--- src/rtl/accessor.sv ---
// ---------------------------------------------------------------------------
// accessor : memory-access pipeline stage.
//
// Consumer end of the executor->accessor link. Takes one op per handshake.
// Loads and stores go out on a single-outstanding memory bus. Every other op
// goes straight to the result register. The result {rd, rd_data} is offered
// to writeback on a second valid/ready pair.
//
// Handshake rule (both links): a transfer happens on a posedge where valid
// and ready are both high. A producer holds valid and its payload stable
// until that transfer. ready may depend on the consumer's state only.
//
// Ports
//   clk, reset          clock; asynchronous active-low reset (0 = reset)
//   executor_*          op in: valid, rd, rd_data, mem_addr, mem_data, is_*
//   accessor_ready      stage idle and able to accept an op
//   mem_valid/ready     bus request / completion
//   mem_addr            word-aligned request address
//   mem_wdata/wstrb     lane-replicated store data / byte enables (0 = read)
//   mem_rdata           read data, valid when mem_valid && mem_ready
//   accessor_valid      result on offer to writeback
//   writeback_ready     writeback takes the result
//   accessor_rd/rd_data result (rd=0 and rd_data=0 for stores)
//   accessor_trap       misaligned access flag (constant 0 unless enabled)
//   debug_state         current FSM state (IDLE=0, MEM=1, DONE=2)
//
// Build option: define MISALIGNED_TRAP_EN to turn misaligned lh/lhu/sh/lw/sw
// into trapping ops that never reach the bus.
// ---------------------------------------------------------------------------
module accessor (
  input  logic        clk,
  input  logic        reset,
  input  logic        executor_valid,
  output logic        accessor_ready,
  input  logic [4:0]  executor_rd,
  input  logic [31:0] executor_rd_data,
  input  logic [31:0] executor_mem_addr,
  input  logic [31:0] executor_mem_data,
  input  logic        executor_is_lui,
  input  logic        executor_is_lb,
  input  logic        executor_is_lbu,
  input  logic        executor_is_lh,
  input  logic        executor_is_lhu,
  input  logic        executor_is_lw,
  input  logic        executor_is_sb,
  input  logic        executor_is_sh,
  input  logic        executor_is_sw,
  output logic        mem_valid,
  input  logic        mem_ready,
  output logic [31:0] mem_addr,
  output logic [31:0] mem_wdata,
  output logic [3:0]  mem_wstrb,
  input  logic [31:0] mem_rdata,
  output logic        accessor_valid,
  input  logic        writeback_ready,
  output logic [4:0]  accessor_rd,
  output logic [31:0] accessor_rd_data,
  output logic        accessor_trap,
  output logic [1:0]  debug_state
);

  typedef enum logic [1:0] {
    IDLE = 2'd0,
    MEM  = 2'd1,
    DONE = 2'd2
  } state_t;

  state_t      state;
  // Low while in reset and until the first clock edge after release, so the
  // stage never advertises ready while reset is asserted.
  logic        live;

  // Captured load attributes for result extraction when the bus completes.
  logic        cap_lb;
  logic        cap_lbu;
  logic        cap_lh;
  logic        cap_lhu;
  logic        cap_store;
  logic [1:0]  cap_lane;
  logic [4:0]  cap_rd;

  logic        take;
  logic        in_load;
  logic        in_store;
  logic [1:0]  in_lane;
  logic [3:0]  st_strb;
  logic [31:0] st_wdata;
  logic        misaligned;
  logic [7:0]  ld_byte;
  logic [15:0] ld_half;
  logic [31:0] ld_result;

  assign accessor_ready = live && (state == IDLE);
  assign take           = executor_valid && accessor_ready;
  assign debug_state    = state;

  assign in_load  = executor_is_lb | executor_is_lbu | executor_is_lh |
                    executor_is_lhu | executor_is_lw;
  assign in_store = executor_is_sb | executor_is_sh | executor_is_sw;
  assign in_lane  = executor_mem_addr[1:0];

`ifdef MISALIGNED_TRAP_EN
  assign misaligned = ((executor_is_lh | executor_is_lhu | executor_is_sh) && in_lane[0]) ||
                      ((executor_is_lw | executor_is_sw) && (in_lane != 2'b00));
`else
  assign misaligned = 1'b0;
`endif

  // Store byte enables and lane-replicated data from the incoming op.
  always_comb begin
    st_strb  = 4'h0;
    st_wdata = 32'h0;
    if (executor_is_sb) begin
      st_strb  = 4'b0001 << in_lane;
      st_wdata = {4{executor_mem_data[7:0]}};
    end else if (executor_is_sh) begin
      st_strb  = in_lane[1] ? 4'b1100 : 4'b0011;
      st_wdata = {2{executor_mem_data[15:0]}};
    end else if (executor_is_sw) begin
      st_strb  = 4'hF;
      st_wdata = executor_mem_data;
    end
  end

  // Load result: byte selected by the low address bits, half by bit 1.
  always_comb begin
    ld_byte = 8'h0;
    case (cap_lane)
      2'd0:    ld_byte = mem_rdata[7:0];
      2'd1:    ld_byte = mem_rdata[15:8];
      2'd2:    ld_byte = mem_rdata[23:16];
      default: ld_byte = mem_rdata[31:24];
    endcase
    ld_half = cap_lane[1] ? mem_rdata[31:16] : mem_rdata[15:0];
    if (cap_lb)
      ld_result = {{24{ld_byte[7]}}, ld_byte};
    else if (cap_lbu)
      ld_result = {24'h0, ld_byte};
    else if (cap_lh)
      ld_result = {{16{ld_half[15]}}, ld_half};
    else if (cap_lhu)
      ld_result = {16'h0, ld_half};
    else
      ld_result = mem_rdata;
  end

`ifdef MISALIGNED_TRAP_EN
  logic trap_q;
  assign accessor_trap = trap_q;
`else
  assign accessor_trap = 1'b0;
`endif

  always_ff @(posedge clk or negedge reset) begin
    if (!reset) begin
      state            <= IDLE;
      live             <= 1'b0;
      mem_valid        <= 1'b0;
      mem_addr         <= 32'h0;
      mem_wdata        <= 32'h0;
      mem_wstrb        <= 4'h0;
      accessor_valid   <= 1'b0;
      accessor_rd      <= 5'd0;
      accessor_rd_data <= 32'h0;
      cap_lb           <= 1'b0;
      cap_lbu          <= 1'b0;
      cap_lh           <= 1'b0;
      cap_lhu          <= 1'b0;
      cap_store        <= 1'b0;
      cap_lane         <= 2'd0;
      cap_rd           <= 5'd0;
`ifdef MISALIGNED_TRAP_EN
      trap_q           <= 1'b0;
`endif
    end else begin
      live <= 1'b1;
      case (state)
        IDLE: begin
          if (take) begin
            if (misaligned) begin
              // Trapping op: report the original byte address, no bus cycle.
              state            <= DONE;
              accessor_valid   <= 1'b1;
              accessor_rd      <= 5'd0;
              accessor_rd_data <= executor_mem_addr;
`ifdef MISALIGNED_TRAP_EN
              trap_q           <= 1'b1;
`endif
            end else if (in_load || in_store) begin
              state     <= MEM;
              mem_valid <= 1'b1;
              mem_addr  <= {executor_mem_addr[31:2], 2'b00};
              mem_wdata <= st_wdata;
              mem_wstrb <= st_strb;
              cap_lb    <= executor_is_lb;
              cap_lbu   <= executor_is_lbu;
              cap_lh    <= executor_is_lh;
              cap_lhu   <= executor_is_lhu;
              cap_store <= in_store;
              cap_lane  <= in_lane;
              cap_rd    <= in_store ? 5'd0 : executor_rd;
            end else begin
              state            <= DONE;
              accessor_valid   <= 1'b1;
              accessor_rd      <= executor_rd;
              accessor_rd_data <= executor_is_lui ? executor_mem_addr : executor_rd_data;
            end
          end
        end
        MEM: begin
          // Request stays up with stable address/data until the bus completes.
          if (mem_ready) begin
            state            <= DONE;
            mem_valid        <= 1'b0;
            accessor_valid   <= 1'b1;
            accessor_rd      <= cap_rd;
            accessor_rd_data <= cap_store ? 32'h0 : ld_result;
          end
        end
        DONE: begin
          if (writeback_ready) begin
            state          <= IDLE;
            accessor_valid <= 1'b0;
`ifdef MISALIGNED_TRAP_EN
            trap_q         <= 1'b0;
`endif
          end
        end
        default: begin
          state <= IDLE;
        end
      endcase
    end
  end

endmodule
--- config.mk ---
export PLATFORM = sky130hd
export DESIGN_NAME = accessor
export DESIGN_NICKNAME = d
export VERILOG_FILES = /design/src/rtl/accessor.sv
export SDC_FILE = /design/constraint.sdc
export NUM_CORES = 1
export LEC_CHECK = 0
export CAP_MARGIN = 5
export CORE_ASPECT_RATIO = 1.2
export CORE_UTILIZATION = 35
export DETAILED_ROUTE_END_ITERATION = 6
export MAX_ROUTING_LAYER = met4
export PLACE_DENSITY_LB_ADDON = 0.12
export SLEW_MARGIN = 0
export SYNTH_ARGS = -nofsm -noshare
export SYNTH_HDL_FRONTEND = slang
export SYNTH_SLANG_ARGS = --single-unit
--- constraint.sdc ---
create_clock -name clk -period 4 [get_ports clk]
set_clock_uncertainty 0.15 [all_clocks]
set_input_delay 0.6 -clock clk [delete_from_list [all_inputs] [get_ports clk]]
set_output_delay 0.6 -clock clk [all_outputs]
set_load 0.01 [all_outputs]
-- Word-level counts from Yosys, hierarchy flattened
Index checks and enable logic that the tools add are counted.
- register bits after elaboration: 120
- input bits: 147
- equal/unequal tests: 9
- shift-type cells: 1
- muxes and demuxes: 38
- bitwise logic cells: 6
- reduce and logical (&&, ||, !) cells: 12
- operators by type and width (cell ; number):
    32-bit two-way mux ; 12
    32-bit one-hot mux with 2 select lines ; 1
    8-bit one-hot mux with 3 select lines ; 1
    5-bit two-way mux ; 4
    16-bit two-way mux ; 1
    4-bit two-way mux ; 4
    5-bit one-hot mux with 2 select lines ; 1
    2-bit two-way mux ; 4
    2-bit != test (second input constant) ; 4
    4-bit AND reduction ; 2
    1-bit two-way mux ; 7
    1-bit bitwise OR ; 6
    2-bit one-hot mux with 3 select lines ; 1
    3-bit AND reduction ; 2
    5-bit AND reduction ; 1
    2-bit by 1-bit equality test with 1-bit output (second input constant) ; 2
    2-bit equality test (second input constant) ; 2
    2-bit logical NOT ; 2
    1-bit by 2-bit left shift with 4-bit output (first input constant) ; 1
    1-bit one-hot mux with 3 select lines ; 1
    3-bit nonzero test ; 1
    1-bit logical AND ; 2
    2-bit by 1-bit != test with 1-bit output (second input constant) ; 1
    1-bit one-hot mux with 2 select lines ; 1
    other kinds (2) ; 2

-- Longest topological paths before layout
- word-level depth: 8
- mapped depth: 7
- depth with buffers taken out: 4

-- Least setup slack after synthesis
No wires, ideal clock.
- path type: input to register
- from: input port executor_is_sh
- to: register accessor_rd_data[4]
- arrival time: 2.048 ns
- required time: 3.722 ns
- slack: 1.674 ns
- stages: 7
- path through: buf_2 or3_4 or4_4 nand2_2 buf_6 buf_6 a31oi_1
- cells in the longest elaborated chain, start to end: 5
- RTL lines (what ; line ; text):
    start, declared ; 46 ; input logic executor_is_sh,
    1-bit bitwise OR (2 in a row) ; 99 ; assign in_store = executor_is_sb | executor_is_sh | executor_is_sw;
    1-bit logical OR ; 189 ; end else if (in_load || in_store) begin
    2-bit != test (no source line) ; n/a ;
    4-bit AND reduction (no source line) ; n/a ;
    end signal, assigned ; 185 ; accessor_rd_data <= executor_mem_addr;
    end signal, assigned ; 206 ; accessor_rd_data <= executor_is_lui ? executor_mem_addr : executor_rd_data;
    end signal, assigned ; 217 ; accessor_rd_data <= cap_store ? 32'h0 : ld_result;
    end, declared ; 57 ; output logic [31:0] accessor_rd_data,
No other way between the ends.
A chain may end at the register's enable or synchronous reset.

-- Worst setup path after layout
- from: input port executor_valid
- to: register accessor_rd_data[5]
- cells in the longest elaborated chain, start to end: 3
- RTL lines (what ; line ; text):
    start, declared ; 33 ; input logic executor_valid,
    1-bit logical AND ; 94 ; assign take = executor_valid && accessor_ready;
    2-bit != test (no source line) ; n/a ;
    4-bit AND reduction (no source line) ; n/a ;
No other way between the ends.

==> metrics.md <==
| Metric | Value |
|---|---|
| Yosys cell types | 45 |
| Critical path start-end classification | input pin to flip-flop |
| Cells after Synth | 681 |
| Fill cell count | 1577 |
| DRT antenna net count | 0 |
| CP max stage cell | or4_4 |
| Die Span X | 124.7 um |
| Clk_lat worst skew | 0.42 ns |
| First-pass GRT wire length | 34670 um |
| Starting Density | 35.96% |
| Period utilization | 69.50% |
| Worst-Margin Slew | 1.130 ns |
| Mapped Area | 6319 sq um |
| Slew Viols, Final | 0 |
| Post-CTS Repair Setup Buffers | 0 |
| Fmax | 359.7 MHz |
| Crit-path max FO | 38 |
| Most frequent cells in the layout | 252 x clkdlybuf4s50_1, 162 x nand2_1, 120 x dfrtp_1, 42 x a21oi_1, 39 x mux2i_1 |
| Pin count of the biggest net entering global routing | 68 |
| Syn avg cell area | 9.278 sq um |
| Syn-to-layout area delta | 51.58% |
| Worst r2r src | debug_state[1] |
| CTS buffer count | 17 |
| Critical Path AT | 2.88 ns |
| Remaining DRCs | 0 |
| Share of cells above drive strength 1 | 7.592% |
| Height of the die | 149.2 um |
| Design area | 9578 sq um |
| Reg2Reg Setup Slack | 1.38 ns |
| Post-synth EDFFs | 0 |
| Family with the most delay on the worst path | simple AND/OR/NAND/NOR gates |
| DR iter-0 viols | 370 |
| PD cells | 626.8 nW/um^2 |
| Clk sink count | 120 |
| CP required | 4.10 ns |
| TritonRoute pass-1 iters | 5 |
| IO buf count | 254 |
| Hold Worst Slack | 0.1532 ns |
| Clock buffer depth | 2 |
| Reg2reg path depth | 4 |
| Core Area | 17570 sq um |
| CP Capture Type | flip-flop |
| Worst VDD drop | 338.1 uV |
| Total power | 6.003 mW |
| Buf/Inv on CP | 1 |
| GR Util All Layers | 24.98% |
| Cts repair resizes | 0 |
| Setup violations, final | 0 |
| Synth warn | 0 |
| Final worst setup slack | 1.220 ns |
| Flops & latches, synth | 120 |
| Antenna cells | 0 |
| Global route overflow | 0 |
| CTS tree | built |
| Min Tclk post-route | 2.780 ns |
| IO Pins | 258 |
| Worst hold-check path type | input pin to async pin |
| Max transition margin | 24.19% |
| MaxCap Viol Count | 0 |
| GPL Wtd Cong | 0.8804 |
| Routed WL per cell | 19.55 um |
| Crit-path cells | clkdlybuf4s50_1 > nand4bb_1 > or4_4 > nand2_2 > a31oi_1 |
| Place WS | 0.7732 ns |
| Reg-to-reg endpoint | accessor_rd_data[5] |
| Post-synth ARST share | 100.0% |
| Nets@finish | 1056 |
| RSZ-0062 raised after global routing | no |
| CP peak stage delay | 0.65 ns |
| Register area share after synthesis | 47.52% |
| CP startpoint kind | input pin |
| Initial antenna violation count | 0 |
| Run status | complete, no violations |
| Placed inst area | 8964 sq um |
| Vias in the first global route | 6275 |
| Hold Buf Count CTS | 0 |
| H-tree levels | 4 |
| Detailed Route WL | 22330 um |
| DR vias/cell | 5.375 |
| Die Area | 18600 sq um |
| Cell row count | 53 |
| Clock root buffer | clkbuf_16 |
| Clk slew on worst S/H paths | 0.06 ns |
| Pleak | 4.049 nW |
| Top FF cell, synth | dfrtp_1 |
| Setup TNS | 0 ns |
| Commonest non-fill, non-tap cell in the layout | clkdlybuf4s50_1 |
| DR vias | 6138 |
| Final hold vios | 0 |
| Detailed-placement wirelength estimate | 16500 um |
## where the power goes
group	total [mW]	leakage (nW)	switching [mW]	internal [mW]
clock network	1.58	0.299	0.554	1.03
registers	2.04	1.44	0.363	1.68
logic	2.38	2.31	1.03	1.35
## per-stage QoR
stage	cells	utilization [%]
after global routing	1142	54.50
final	1142	54.50
after CTS	1142	54.50
after global placement	1110	51.01
after floorplan	683	-
after detailed placement	1110	51.01
## cells by family after synthesis
| kind of cell | count (synthesis) | share of synthesized area (%) |
|---|---|---|
| AOI/OAI and AO/OA | 161 | 17.31 |
| buffers and inverters | 64 | 4.752 |
| DFF | 120 | 47.52 |
| muxes | 55 | 10.46 |
| other | 2 | 0.1189 |
| and+or+nand+nor | 279 | 19.84 |
## layout make-up
cell class	count	area, sq um	area share, %
repair buffers	267	2633	27.49
well taps	220	275.3	2.874
clock buffers	26	529.3	5.526
flip-flops and latches	120	3003	31.35
inverters	4	15.01	0.1568
multi-input cells	499	3038	31.72
clock inverters	6	85.08	0.8883
## state kept, by name, indices dropped and copies added (netlist names)
signal / cells
accessor_rd_data: 32
mem_wdata: 32
mem_addr: 30
accessor_rd: 5
cap_rd: 5
mem_wstrb: 4
cap_lane: 2
debug_state: 2
accessor_valid: 1
cap_lb: 1
cap_lbu: 1
cap_lh: 1
cap_lhu: 1
cap_store: 1
live: 1
mem_valid: 1
## synth_stat cells, types with 2 or more instances
cell type | number | area [sq um]
nand3_1 | 13 | 65.06
buf_4 | 3 | 22.52
a31oi_1 | 31 | 193.9
nor3b_1 | 2 | 15.01
o21ai_0 | 13 | 65.06
nand2b_1 | 2 | 12.51
nand3b_1 | 18 | 135.1
mux2_2 | 8 | 90.09
nand2_1 | 162 | 608.1
a21o_1 | 9 | 67.56
nor3_1 | 29 | 145.1
mux4_2 | 8 | 180.2
or2_2 | 2 | 12.51
dfrtp_1 | 120 | 3003
a221oi_1 | 18 | 157.7
a21oi_1 | 42 | 210.2
nor2_1 | 37 | 138.9
o21ai_1 | 2 | 10.01
clkbuf_1 | 32 | 120.1
buf_6 | 3 | 33.78
buf_1 | 9 | 33.78
a22oi_1 | 7 | 52.55
conb_1 | 2 | 7.510
nor2b_1 | 5 | 31.28
inv_1 | 3 | 11.26
a22o_1 | 9 | 78.83
mux2i_1 | 39 | 390.4
buf_2 | 12 | 60.06
o22a_1 | 25 | 219.0
## how the worst max path moves through the flow
stage | start | endpoint | slack, ns | cells past startpoint
floorplan | executor_is_sh | accessor_rd_data[4] | 1.67 | 7
global placement | executor_valid | accessor_rd_data[1] | 0.86 | 5
detailed placement | executor_valid | accessor_rd_data[5] | 0.77 | 5
CTS | executor_valid | accessor_rd_data[5] | 1.21 | 5
global route | executor_valid | accessor_rd_data[6] | 1.10 | 5
finish | executor_valid | accessor_rd_data[5] | 1.22 | 5
## routing by layer
layer / up-vias / part of all wire (%) / track usage, %
li1: 2881 / - / -
met1: 2939 / 41 / 29.50
met2: 275 / 50 / 40.97
met3: 43 / 6.6 / 5.811
met4: 0 / 2.8 / 10.42
met5: - / 0 / -
Power figures use the tool's default switching activity.
